==> src/rtl/wisc_cache_pkg.sv <==
// ----------------------------------------------------------------------------
// wisc_cache_pkg
// Shared cache definitions for the instruction cache (and later the D-cache).
//   LINES / WORDS    : default geometry (lines per cache, 16-bit words per line)
//   OFF_W/IDX_W/TAG_W: address split widths derived from the geometry
//   icache_state_t   : fill controller states
//   line_t           : one cache line, word 0 in the least significant bits
// ----------------------------------------------------------------------------
package wisc_cache_pkg;

    localparam int LINES  = 8;
    localparam int WORDS  = 4;
    localparam int OFF_W  = $clog2(WORDS);
    localparam int IDX_W  = $clog2(LINES);
    localparam int TAG_W  = 16 - IDX_W - OFF_W;
    localparam int LINE_W = 16 * WORDS;

    typedef enum logic {
        IDLE = 1'b0,
        FILL = 1'b1
    } icache_state_t;

    typedef logic [WORDS-1:0][15:0] line_t;

endpackage

==> src/rtl/icache_array.sv <==
// ----------------------------------------------------------------------------
// icache_array
// Valid/tag/data storage for a direct-mapped cache.
//   clk, rst     : clock and synchronous active-high reset (clears valid bits)
//   rdIdx_i      : combinational read index
//   rdValid_o    : valid bit of the addressed line
//   rdTag_o      : stored tag of the addressed line
//   rdLine_o     : stored data of the addressed line (word 0 in the LSBs)
//   we_i         : write enable; installs tag/line and sets valid at the edge
//   wrIdx_i      : write index
//   wrTag_i      : tag to install
//   wrLine_i     : line data to install
//   invAll_i     : clear every valid bit at the edge; a simultaneous write
//                  still leaves its own line valid
// ----------------------------------------------------------------------------
module icache_array #(
    parameter int LINES = 8,
    parameter int WORDS = 4,
    parameter int IDX_W = 3,
    parameter int TAG_W = 11
) (
    input  logic                 clk,
    input  logic                 rst,
    input  logic [IDX_W-1:0]     rdIdx_i,
    output logic                 rdValid_o,
    output logic [TAG_W-1:0]     rdTag_o,
    output logic [16*WORDS-1:0]  rdLine_o,
    input  logic                 we_i,
    input  logic [IDX_W-1:0]     wrIdx_i,
    input  logic [TAG_W-1:0]     wrTag_i,
    input  logic [16*WORDS-1:0]  wrLine_i,
    input  logic                 invAll_i
);

    logic [LINES-1:0]    valid_q;
    logic [TAG_W-1:0]    tag_q  [LINES];
    logic [16*WORDS-1:0] data_q [LINES];

    // Valid bits are the only reset state. The write is applied after the
    // invalidate so the line being filled survives a same-cycle invalidate.
    always_ff @(posedge clk) begin
        if (rst) begin
            valid_q <= '0;
        end else begin
            if (invAll_i) begin
                valid_q <= '0;
            end
            if (we_i) begin
                valid_q[wrIdx_i] <= 1'b1;
            end
        end
    end

    // Tag and data are plain storage; their contents only matter once the
    // matching valid bit is set, so they carry no reset.
    always_ff @(posedge clk) begin
        if (we_i) begin
            tag_q[wrIdx_i]  <= wrTag_i;
            data_q[wrIdx_i] <= wrLine_i;
        end
    end

    assign rdValid_o = valid_q[rdIdx_i];
    assign rdTag_o   = tag_q[rdIdx_i];
    assign rdLine_o  = data_q[rdIdx_i];

endmodule

==> src/rtl/icache_fill_ctrl.sv <==
// ----------------------------------------------------------------------------
// icache_fill_ctrl
// Direct-mapped read-only instruction cache with a miss-fill state machine.
//   clk, rst    : clock and synchronous active-high reset
//   fetch_req   : IF stage requests the instruction at fetch_addr
//   fetch_addr  : 16-bit word address (PC)
//   inv         : invalidate all lines at the next edge
//   instr       : instruction word, zero whenever instr_valid is low
//   instr_valid : instr holds a hit this cycle (same-cycle hit path)
//   stall       : IF must hold its PC
//   mem_re      : line read request, high for the whole fill
//   mem_addr    : line-aligned address of the line being filled
//   mem_rdata   : returned line, word 0 in the LSBs
//   mem_rdy     : one-cycle pulse qualifying mem_rdata
// ----------------------------------------------------------------------------
module icache_fill_ctrl #(
    parameter int LINES = wisc_cache_pkg::LINES,
    parameter int WORDS = wisc_cache_pkg::WORDS
) (
    input  logic                 clk,
    input  logic                 rst,
    input  logic                 fetch_req,
    input  logic [15:0]          fetch_addr,
    input  logic                 inv,
    output logic [15:0]          instr,
    output logic                 instr_valid,
    output logic                 stall,
    output logic                 mem_re,
    output logic [15:0]          mem_addr,
    input  logic [16*WORDS-1:0]  mem_rdata,
    input  logic                 mem_rdy
);

    import wisc_cache_pkg::*;

    localparam int OFF_L = $clog2(WORDS);
    localparam int IDX_L = $clog2(LINES);
    localparam int TAG_L = 16 - IDX_L - OFF_L;

    icache_state_t state_q, state_d;
    logic [15:0]   missAddr_q, missAddr_d;

    logic [OFF_L-1:0]    fetchOff;
    logic [IDX_L-1:0]    fetchIdx;
    logic [TAG_L-1:0]    fetchTag;
    logic                rdValid;
    logic [TAG_L-1:0]    rdTag;
    logic [16*WORDS-1:0] rdLine;
    logic [15:0]         hitWord;
    logic                hit;
    logic                arrWe;

    assign fetchOff = fetch_addr[OFF_L-1:0];
    assign fetchIdx = fetch_addr[OFF_L +: IDX_L];
    assign fetchTag = fetch_addr[15 -: TAG_L];

    // Fills always target the latched miss address, never the live PC, so a
    // PC that wanders during the fill cannot corrupt the installed line.
    icache_array #(
        .LINES (LINES),
        .WORDS (WORDS),
        .IDX_W (IDX_L),
        .TAG_W (TAG_L)
    ) u_array (
        .clk       (clk),
        .rst       (rst),
        .rdIdx_i   (fetchIdx),
        .rdValid_o (rdValid),
        .rdTag_o   (rdTag),
        .rdLine_o  (rdLine),
        .we_i      (arrWe),
        .wrIdx_i   (missAddr_q[OFF_L +: IDX_L]),
        .wrTag_i   (missAddr_q[15 -: TAG_L]),
        .wrLine_i  (mem_rdata),
        .invAll_i  (inv)
    );

    assign hit     = rdValid && (rdTag == fetchTag);
    assign hitWord = rdLine[{fetchOff, 4'b0000} +: 16];

    // State and miss-address registers.
    always_ff @(posedge clk) begin
        if (rst) begin
            state_q    <= IDLE;
            missAddr_q <= '0;
        end else begin
            state_q    <= state_d;
            missAddr_q <= missAddr_d;
        end
    end

    // Lookup in IDLE is purely combinational; a miss latches the aligned
    // line address and parks in FILL until the memory pulses mem_rdy.
    // The array write is suppressed under reset so a late fill cannot land.
    always_comb begin
        state_d     = state_q;
        missAddr_d  = missAddr_q;
        instr       = 16'h0000;
        instr_valid = 1'b0;
        stall       = 1'b0;
        arrWe       = 1'b0;
        case (state_q)
            IDLE: begin
                if (fetch_req) begin
                    if (hit) begin
                        instr_valid = 1'b1;
                        instr       = hitWord;
                    end else begin
                        stall      = 1'b1;
                        missAddr_d = {fetch_addr[15:OFF_L], {OFF_L{1'b0}}};
                        state_d    = FILL;
                    end
                end
            end
            FILL: begin
                stall = 1'b1;
                if (mem_rdy) begin
                    arrWe   = !rst;
                    state_d = IDLE;
                end
            end
            default: begin
                state_d = IDLE;
            end
        endcase
    end

    assign mem_re   = (state_q == FILL);
    assign mem_addr = missAddr_q;

endmodule
==> config.mk <==
export PLATFORM = sky130hd
export DESIGN_NAME = icache_fill_ctrl
export DESIGN_NICKNAME = d
export VERILOG_FILES = /design/src/rtl/wisc_cache_pkg.sv /design/src/rtl/icache_array.sv /design/src/rtl/icache_fill_ctrl.sv
export SDC_FILE = /design/constraint.sdc
export NUM_CORES = 1
export LEC_CHECK = 0
export ABC_AREA = 1
export BUFFER_PORTS_ARGS = -buffer_cell sky130_fd_sc_hd__buf_2
export CAP_MARGIN = 20
export CELL_PAD_IN_SITES_DETAIL_PLACEMENT = 2
export CELL_PAD_IN_SITES_GLOBAL_PLACEMENT = 2
export CORE_ASPECT_RATIO = 2
export CORE_MARGIN = 2
export CORE_UTILIZATION = 45
export DETAILED_ROUTE_END_ITERATION = 6
export PLACE_DENSITY = 0.91
export SYNTH_ARGS = -nofsm -noshare
export SYNTH_HDL_FRONTEND = slang
export SYNTH_SLANG_ARGS = --single-unit
==> constraint.sdc <==
create_clock -name clk -period 13.3 [get_ports clk]
set_input_delay 3.325 -clock clk [delete_from_list [all_inputs] [get_ports clk]]
set_output_delay 3.325 -clock clk [all_outputs]
set_load 0.01 [all_outputs]
Word-level counts from Yosys, hierarchy flattened --
Memories as Yosys holds them, arrays and structs flattened. Cells that the tools add are included.
Storage, ports and cells: flip-flop bits (word level) 23, bits in writable memories 600, bits of input ports 85, output and inout port bits 35, memories 2
Operators by class: magnitude comparators 3, eq/ne operators 1, shifts and indexed selects 1, muxes and demuxes 22, bitwise operators 3, reduce and logical (&&, ||, !) cells 4
Memory list:
- u_array.data_q | words 8, bits a word 64, rd ports 1, clocked after Yosys merged registers in 0, wr ports 1, line icache_array.sv:37 | logic [16*WORDS-1:0] data_q [LINES];
- u_array.tag_q | words 8, bits a word 11, rd ports 1, clocked after Yosys merged registers in 0, wr ports 1, line icache_array.sv:36 | logic [TAG_W-1:0] tag_q [LINES];
Operators by type and width (count):
- 64-bit by 7-bit variable part select with 16-bit output | 1
- 16-bit 2-to-1 mux | 3
- 8-bit 2-to-1 mux | 3
- 1-bit 2-to-1 mux | 12
- 11-bit == test | 1
- 3-bit by 4-bit < comparator with 1-bit output (second input constant) | 2
- 8-bit bitwise OR | 1
- 1-bit case mux with 2 select lines | 2
- 1-bit binary-select mux with 3-bit select | 1
- 1-bit demux with 3-bit select | 1
- 3-bit by 1-bit >= comparator with 1-bit output (second input constant) | 1
- 3-bit AND reduction | 1
- 1-bit logical AND | 2
- 1-bit inverter | 2
- 1-bit zero test | 1

Logic depth before layout (Yosys ltp) --
depth after elaboration 6, gate-level depth with buffers 18, depth with buffers taken out 16

Hierarchy --
Synthesis repeated with hierarchy kept, for this count alone.
Unflattened totals: cell total of the unflattened synthesis 2958, area total of the unflattened synthesis 28202.0 um^2
Modules (own cells, without submodules):
- icache_array | times used 1, cells an instance 2672, area an instance 26639.3 um^2, sequential area each 18177.4 um^2
- icache_fill_ctrl | times used 1, cells an instance 286, area an instance 1562.7 um^2, sequential area each 300.3 um^2

Least setup slack after synthesis --
Ideal clock, no wire load.
path type in2reg, from in rst, to mem u_array.data_q[0][0] (netlist name), enable pin, arrival time 8836 ps, required time 12697 ps, path slack 3862 ps, stages 5, buffers on the path 0, path through nor3_1 -> inv_1 -> nor2_1 -> inv_1 -> nor3_1
On the way: longest elaborated chain between the ends 5
Ends and longest elaborated chain:
- from (decl) | line icache_fill_ctrl.sv:21 | input logic rst,
- 1-bit zero test | line icache_fill_ctrl.sv:118 | arrWe = !rst;
- 1-bit 2-to-1 mux | line icache_fill_ctrl.sv:117 | if (mem_rdy) begin
- 1-bit 2-to-1 mux | line icache_fill_ctrl.sv:102 | case (state_q)
- 1-bit 2-to-1 mux | line icache_array.sv:57 | if (we_i) begin
- 1-bit 2-to-1 mux (not written as such) | line icache_array.sv:59 | data_q[wrIdx_i] <= wrLine_i;
- to (decl) | line icache_array.sv:37
No other way between the ends.

Worst setup path in the final report --
from in fetch_addr[2], to out instr[15]
On the way: longest elaborated chain between the ends 6, elaborated cells on any way between the ends 10, classes of those cells 1 x eq/ne; 1 x shift; 5 x mux; 1 x reduce/logical; 2 x memory
Ends and longest elaborated chain:
- from (decl) | line icache_fill_ctrl.sv:23 | input logic [15:0] fetch_addr,
- branches (longest 3 deep; another with memory read 8 x 64 bit)
- 16-bit 2-to-1 mux (*) | line icache_fill_ctrl.sv:105 | if (hit) begin
- 16-bit 2-to-1 mux (*) | line icache_fill_ctrl.sv:104 | if (fetch_req) begin
- 16-bit 2-to-1 mux (*) | line icache_fill_ctrl.sv:102
- to (decl) | line icache_fill_ctrl.sv:25 | output logic [15:0] instr,
Mark *: on every way between the ends. The select of a mux whose other input is x is not followed.

==> impl_metrics.prom <==
# TYPE chip_impl_metric gauge
chip_impl_metric{name="clock_sink_count",unit=""} 623
chip_impl_info{name="cts_tree",value="yes"} 1
chip_impl_metric{name="drive_above_1_share",unit=""} 0.113
chip_impl_info{name="yosys_most_used_dff",value="edfxtp_1"} 1
chip_impl_metric{name="max_freq",unit="MHz"} 95.3
chip_impl_metric{name="tritoncts.num_buffers",unit=""} 56
chip_impl_metric{name="critPathMaxFanout",unit=""} 172
chip_impl_metric{name="standard_cell_row_count",unit=""} 122
chip_impl_metric{name="synthCells",unit=""} 2072
chip_impl_metric{name="post-route-min-period",unit="ns"} 10.49
chip_impl_metric{name="buffer_ports.inserted",unit=""} 117
chip_impl_metric{name="synth_simple_gate_area_frac",unit=""} 0.124
chip_impl_metric{name="setup_violations",unit=""} 0
chip_impl_info{name="netlist.top_cell.by_area",value="edfxtp_1"} 1
chip_impl_metric{name="die_w",unit="um"} 171
chip_impl_metric{name="post_synth_instance_area",unit="um^2"} 25200
chip_impl_metric{name="power_frac_comb",unit=""} 0.066
chip_impl_metric{name="net_sw_power",unit="W"} 0.000999
chip_impl_metric{name="seq_area_frac_synth",unit=""} 0.733
chip_impl_info{name="worst-setup-path-type",value="input pin to output port"} 1
chip_impl_metric{name="syn_to_final_growth",unit="%"} 12.3
chip_impl_metric{name="grtUsageTotal",unit=""} 0.315
chip_impl_metric{name="number_of_enable_type_register_cells_in_the_synthesized_netlist",unit=""} 600
chip_impl_metric{name="relSlewSlack",unit=""} 0.275
chip_impl_metric{name="leakage",unit="nW"} 10.3
chip_impl_metric{name="io_pins",unit=""} 120
chip_impl_metric{name="vias_per_cell",unit=""} 6.08
chip_impl_metric{name="synth-adder-area-share",unit=""} 0
chip_impl_metric{name="maxCapViolCount",unit=""} 0
chip_impl_metric{name="clkLatencyLatePin",unit="ns"} 0.61
chip_impl_metric{name="route.antenna.remaining_nets",unit=""} 0
chip_impl_metric{name="pins_over_slew_limit",unit=""} 0
chip_impl_info{name="cp-end-kind",value="output port"} 1
chip_impl_info{name="yosysMostFrequentCell",value="nand2_1"} 1
chip_impl_metric{name="synth.avg_cell_area",unit="um^2"} 12.2
chip_impl_metric{name="hold_fix_buffers_cts",unit=""} 0
chip_impl_metric{name="fillers",unit=""} 5348
chip_impl_metric{name="grt_start_max_net_pins",unit=""} 212
chip_impl_metric{name="core_area",unit="um^2"} 55400
chip_impl_metric{name="synth.mux.area_fraction",unit=""} 0
chip_impl_metric{name="ctsResizeCount",unit=""} 0
chip_impl_metric{name="routed_wirelength",unit="mm"} 90.3
chip_impl_metric{name="routed_wire_length_per_instance",unit="um"} 30.7
chip_impl_metric{name="p_seq_frac",unit=""} 0.522
chip_impl_info{name="root_buffer",value="clkbuf_16"} 1
chip_impl_metric{name="final_min_period_over_clock_period",unit=""} 0.789
chip_impl_metric{name="internal_power",unit="W"} 0.00317
chip_impl_metric{name="place.detailed.instances",unit=""} 2825
chip_impl_metric{name="cts.repair_timing.setup_buffer_count",unit=""} 0
chip_impl_metric{name="synthesized_area_fraction_occupied_by_ao_oa_aoi_and_oai_cells",unit=""} 0.101
chip_impl_metric{name="die-height",unit="um"} 339
chip_impl_metric{name="power.density",unit="nW/um^2"} 147
chip_impl_metric{name="detail_route.first_pass.iterations",unit=""} 5
chip_impl_metric{name="worst-slew-pin-transition",unit="ns"} 1.09
chip_impl_metric{name="clock_skew",unit="ns"} 0.0277
chip_impl_metric{name="finalWeightedCongestion",unit=""} 0.777
chip_impl_info{name="synth.top_cells.by_count",value="nand2_1, edfxtp_1, a21oi_1"} 1
chip_impl_metric{name="post-route-util",unit=""} 0.511
chip_impl_metric{name="final_net_count",unit=""} 2224
chip_impl_metric{name="required",unit="ns"} 9.97
chip_impl_metric{name="initial_antenna_violation_count",unit=""} 16
chip_impl_metric{name="cts-root-to-sink-buffers",unit=""} 3
chip_impl_metric{name="yosysUniqueCellTypes",unit=""} 30
chip_impl_metric{name="clock_power_share",unit=""} 0.412
chip_impl_metric{name="fp.dieArea",unit="um^2"} 58100
chip_impl_metric{name="dr_total_vias",unit=""} 17900
chip_impl_metric{name="gr_ovfl_total",unit=""} 0
chip_impl_metric{name="irDropWorstVdd",unit="uV"} 108
chip_impl_metric{name="final_cells",unit=""} 2937
chip_impl_info{name="setup.worst_path.start_class",value="input pin"} 1
chip_impl_metric{name="htree_levels",unit=""} 2
chip_impl_info{name="rsz0062_at_grt",value="no"} 1
chip_impl_metric{name="post_synth_xor_area_fraction",unit=""} 0
chip_impl_info{name="run_status",value="complete, no violations"} 1
chip_impl_info{name="holdCritPathClass",value="flip-flop to flip-flop"} 1
chip_impl_metric{name="fin_tns_setup",unit="ns"} 0
chip_impl_metric{name="yosysTopAreaCellShare",unit=""} 0.714
chip_impl_metric{name="async_flop_share",unit=""} 0
chip_impl_metric{name="clk_pin_slew",unit="ns"} 0.07
chip_impl_metric{name="data_arrival_at_the_endpoint_of_the_critical_path",unit="ns"} 7.17
chip_impl_info{name="dominant_combinational_cell_family_by_area_after_synthesis",value="simple AND/OR/NAND/NOR gates"} 1
chip_impl_metric{name="timing.final.hold_violations",unit=""} 0
chip_impl_info{name="most_area_consuming_cells_after_synthesis",value="edfxtp_1, nand2_1, a21oi_1, dfxtp_1, inv_1"} 1
chip_impl_metric{name="initial_core_util",unit=""} 0.455
chip_impl_metric{name="layout.area.seq",unit="um^2"} 18500
chip_impl_metric{name="grt_pass1_vias",unit=""} 19900
chip_impl_metric{name="drc_errors",unit=""} 0
chip_impl_metric{name="drt_first_iter_violations",unit=""} 1760
chip_impl_metric{name="grt_first_pass_wirelength",unit="mm"} 133
chip_impl_metric{name="final_hpwl_dp",unit="mm"} 49.1
chip_impl_metric{name="switching_share",unit=""} 0.239
chip_impl_metric{name="area_of_combinational_cells_with_multiple_inputs",unit="um^2"} 5750
chip_impl_metric{name="synth.ff_latch_count",unit=""} 623
chip_impl_metric{name="synthesis.yosys.warnings",unit=""} 0
power by group through the flow:
stage	Combinational (W)	Clock (W)	Sequential, W
final	0.000276	0.00172	0.00218
after global placement	0.000239	0	0.00222
after detailed placement	0.000265	0	0.00222
after global routing	0.000296	0.00179	0.00218
after CTS	0.000276	0.00174	0.00218
after floorplan	0.000146	0	0.00222
cells in the final DEF (no fill, tap or decap), types with 6 or more instances in the layout:
cell	count
a21oi_1	221
a221oi_1	30
a22oi_1	32
a32o_1	35
buf_2	114
buf_4	26
bufinv_16	8
clkbuf_1	6
clkbuf_16	57
clkinv_1	12
clkinv_2	14
clkinvlp_4	8
dfxtp_1	23
diode_2	8
edfxtp_1	600
inv_1	117
nand2_1	614
nand3_1	70
nand4_1	14
nor2_1	85
nor2_4	6
o211ai_1	11
o21ai_0	6
o311ai_0	18
o31ai_1	28
flip-flops by register name (all words and copies together) (netlist names):
name and flops:
mem_re 1, u_array.valid_q 8, u_array.tag_q 88, u_array.data_q 512, mem_addr 14
final timing paths:
kind	from	endpoint	slack [ns]	cells past startpoint
max	fetch_addr[2]	instr[15]	2.81	16
min	u_array.valid_q[6]	u_array.valid_q[6]	0.50	2
max reg2reg	mem_re	u_array.data_q[3][43]	9.88	8
min reg2reg	u_array.valid_q[6]	u_array.valid_q[6]	0.50	2
cell families (layout without fill, tap and decap cells):
kind of cell           after synthesis  count (layout)
AO/OA/AOI/OAI                      395             395
buffers and inverters              257             369
flip-flops                         623             623
other                                1              10
AND/OR/NAND/NOR                    796             796
layout make-up:
type                            instances  share of cell area
Clock inverter                         41              0.0145
Antenna cell                            8            0.000707
Multi-Input combinational cell       1193               0.203
Sequential cell                       623               0.652
Timing Repair Buffer                  143              0.0290
Inverter                              122              0.0166
Tap cell                              744              0.0329
Clock buffer                           63              0.0512
routing by layer:
| metal | vias to the layer above | part of all wire | GRT usage |
|---|---|---|---|
| met4 | 16 | 0.046 | 0.138 |
| li1 | 7557 | - | - |
| met5 | - | 0.0013 | 0 |
| met1 | 9285 | 0.37 | 0.375 |
| met2 | 756 | 0.53 | 0.561 |
| met3 | 236 | 0.055 | 0.0440 |
worst max-delay path, cell delays in order:
cell and delay (ns):
buf_8 0.20, inv_8 0.67, buf_12 0.66, nand2_1 0.18, nand3_1 0.15, nand3_1 0.14, nand2_1 0.11, nand2_1 0.07
nand2_1 0.09, nand2_1 0.08, nor2_2 0.12, nand3_2 0.36, nor2_2 0.27, inv_2 0.20, nor2_1 0.17, buf_2 0.15
through the flow:
stage / hold WS [ns] / instance area (um^2) / power (W) / setup WS [ns]
6_report: 0.504 / 28300 / 0.00417 / 2.81
5_1_grt: 0.546 / 28300 / 0.00427 / 2.44
4_1_cts: 0.512 / 28300 / 0.00419 / 2.82
3_5_place_dp: 0.495 / 26400 / 0.00248 / 2.90
3_3_place_gp: 0.466 / 26400 / 0.00246 / 3.21
2_1_floorplan: 0.457 / 25200 / 0.00236 / 3.86
(Power assumes the default switching activity.)
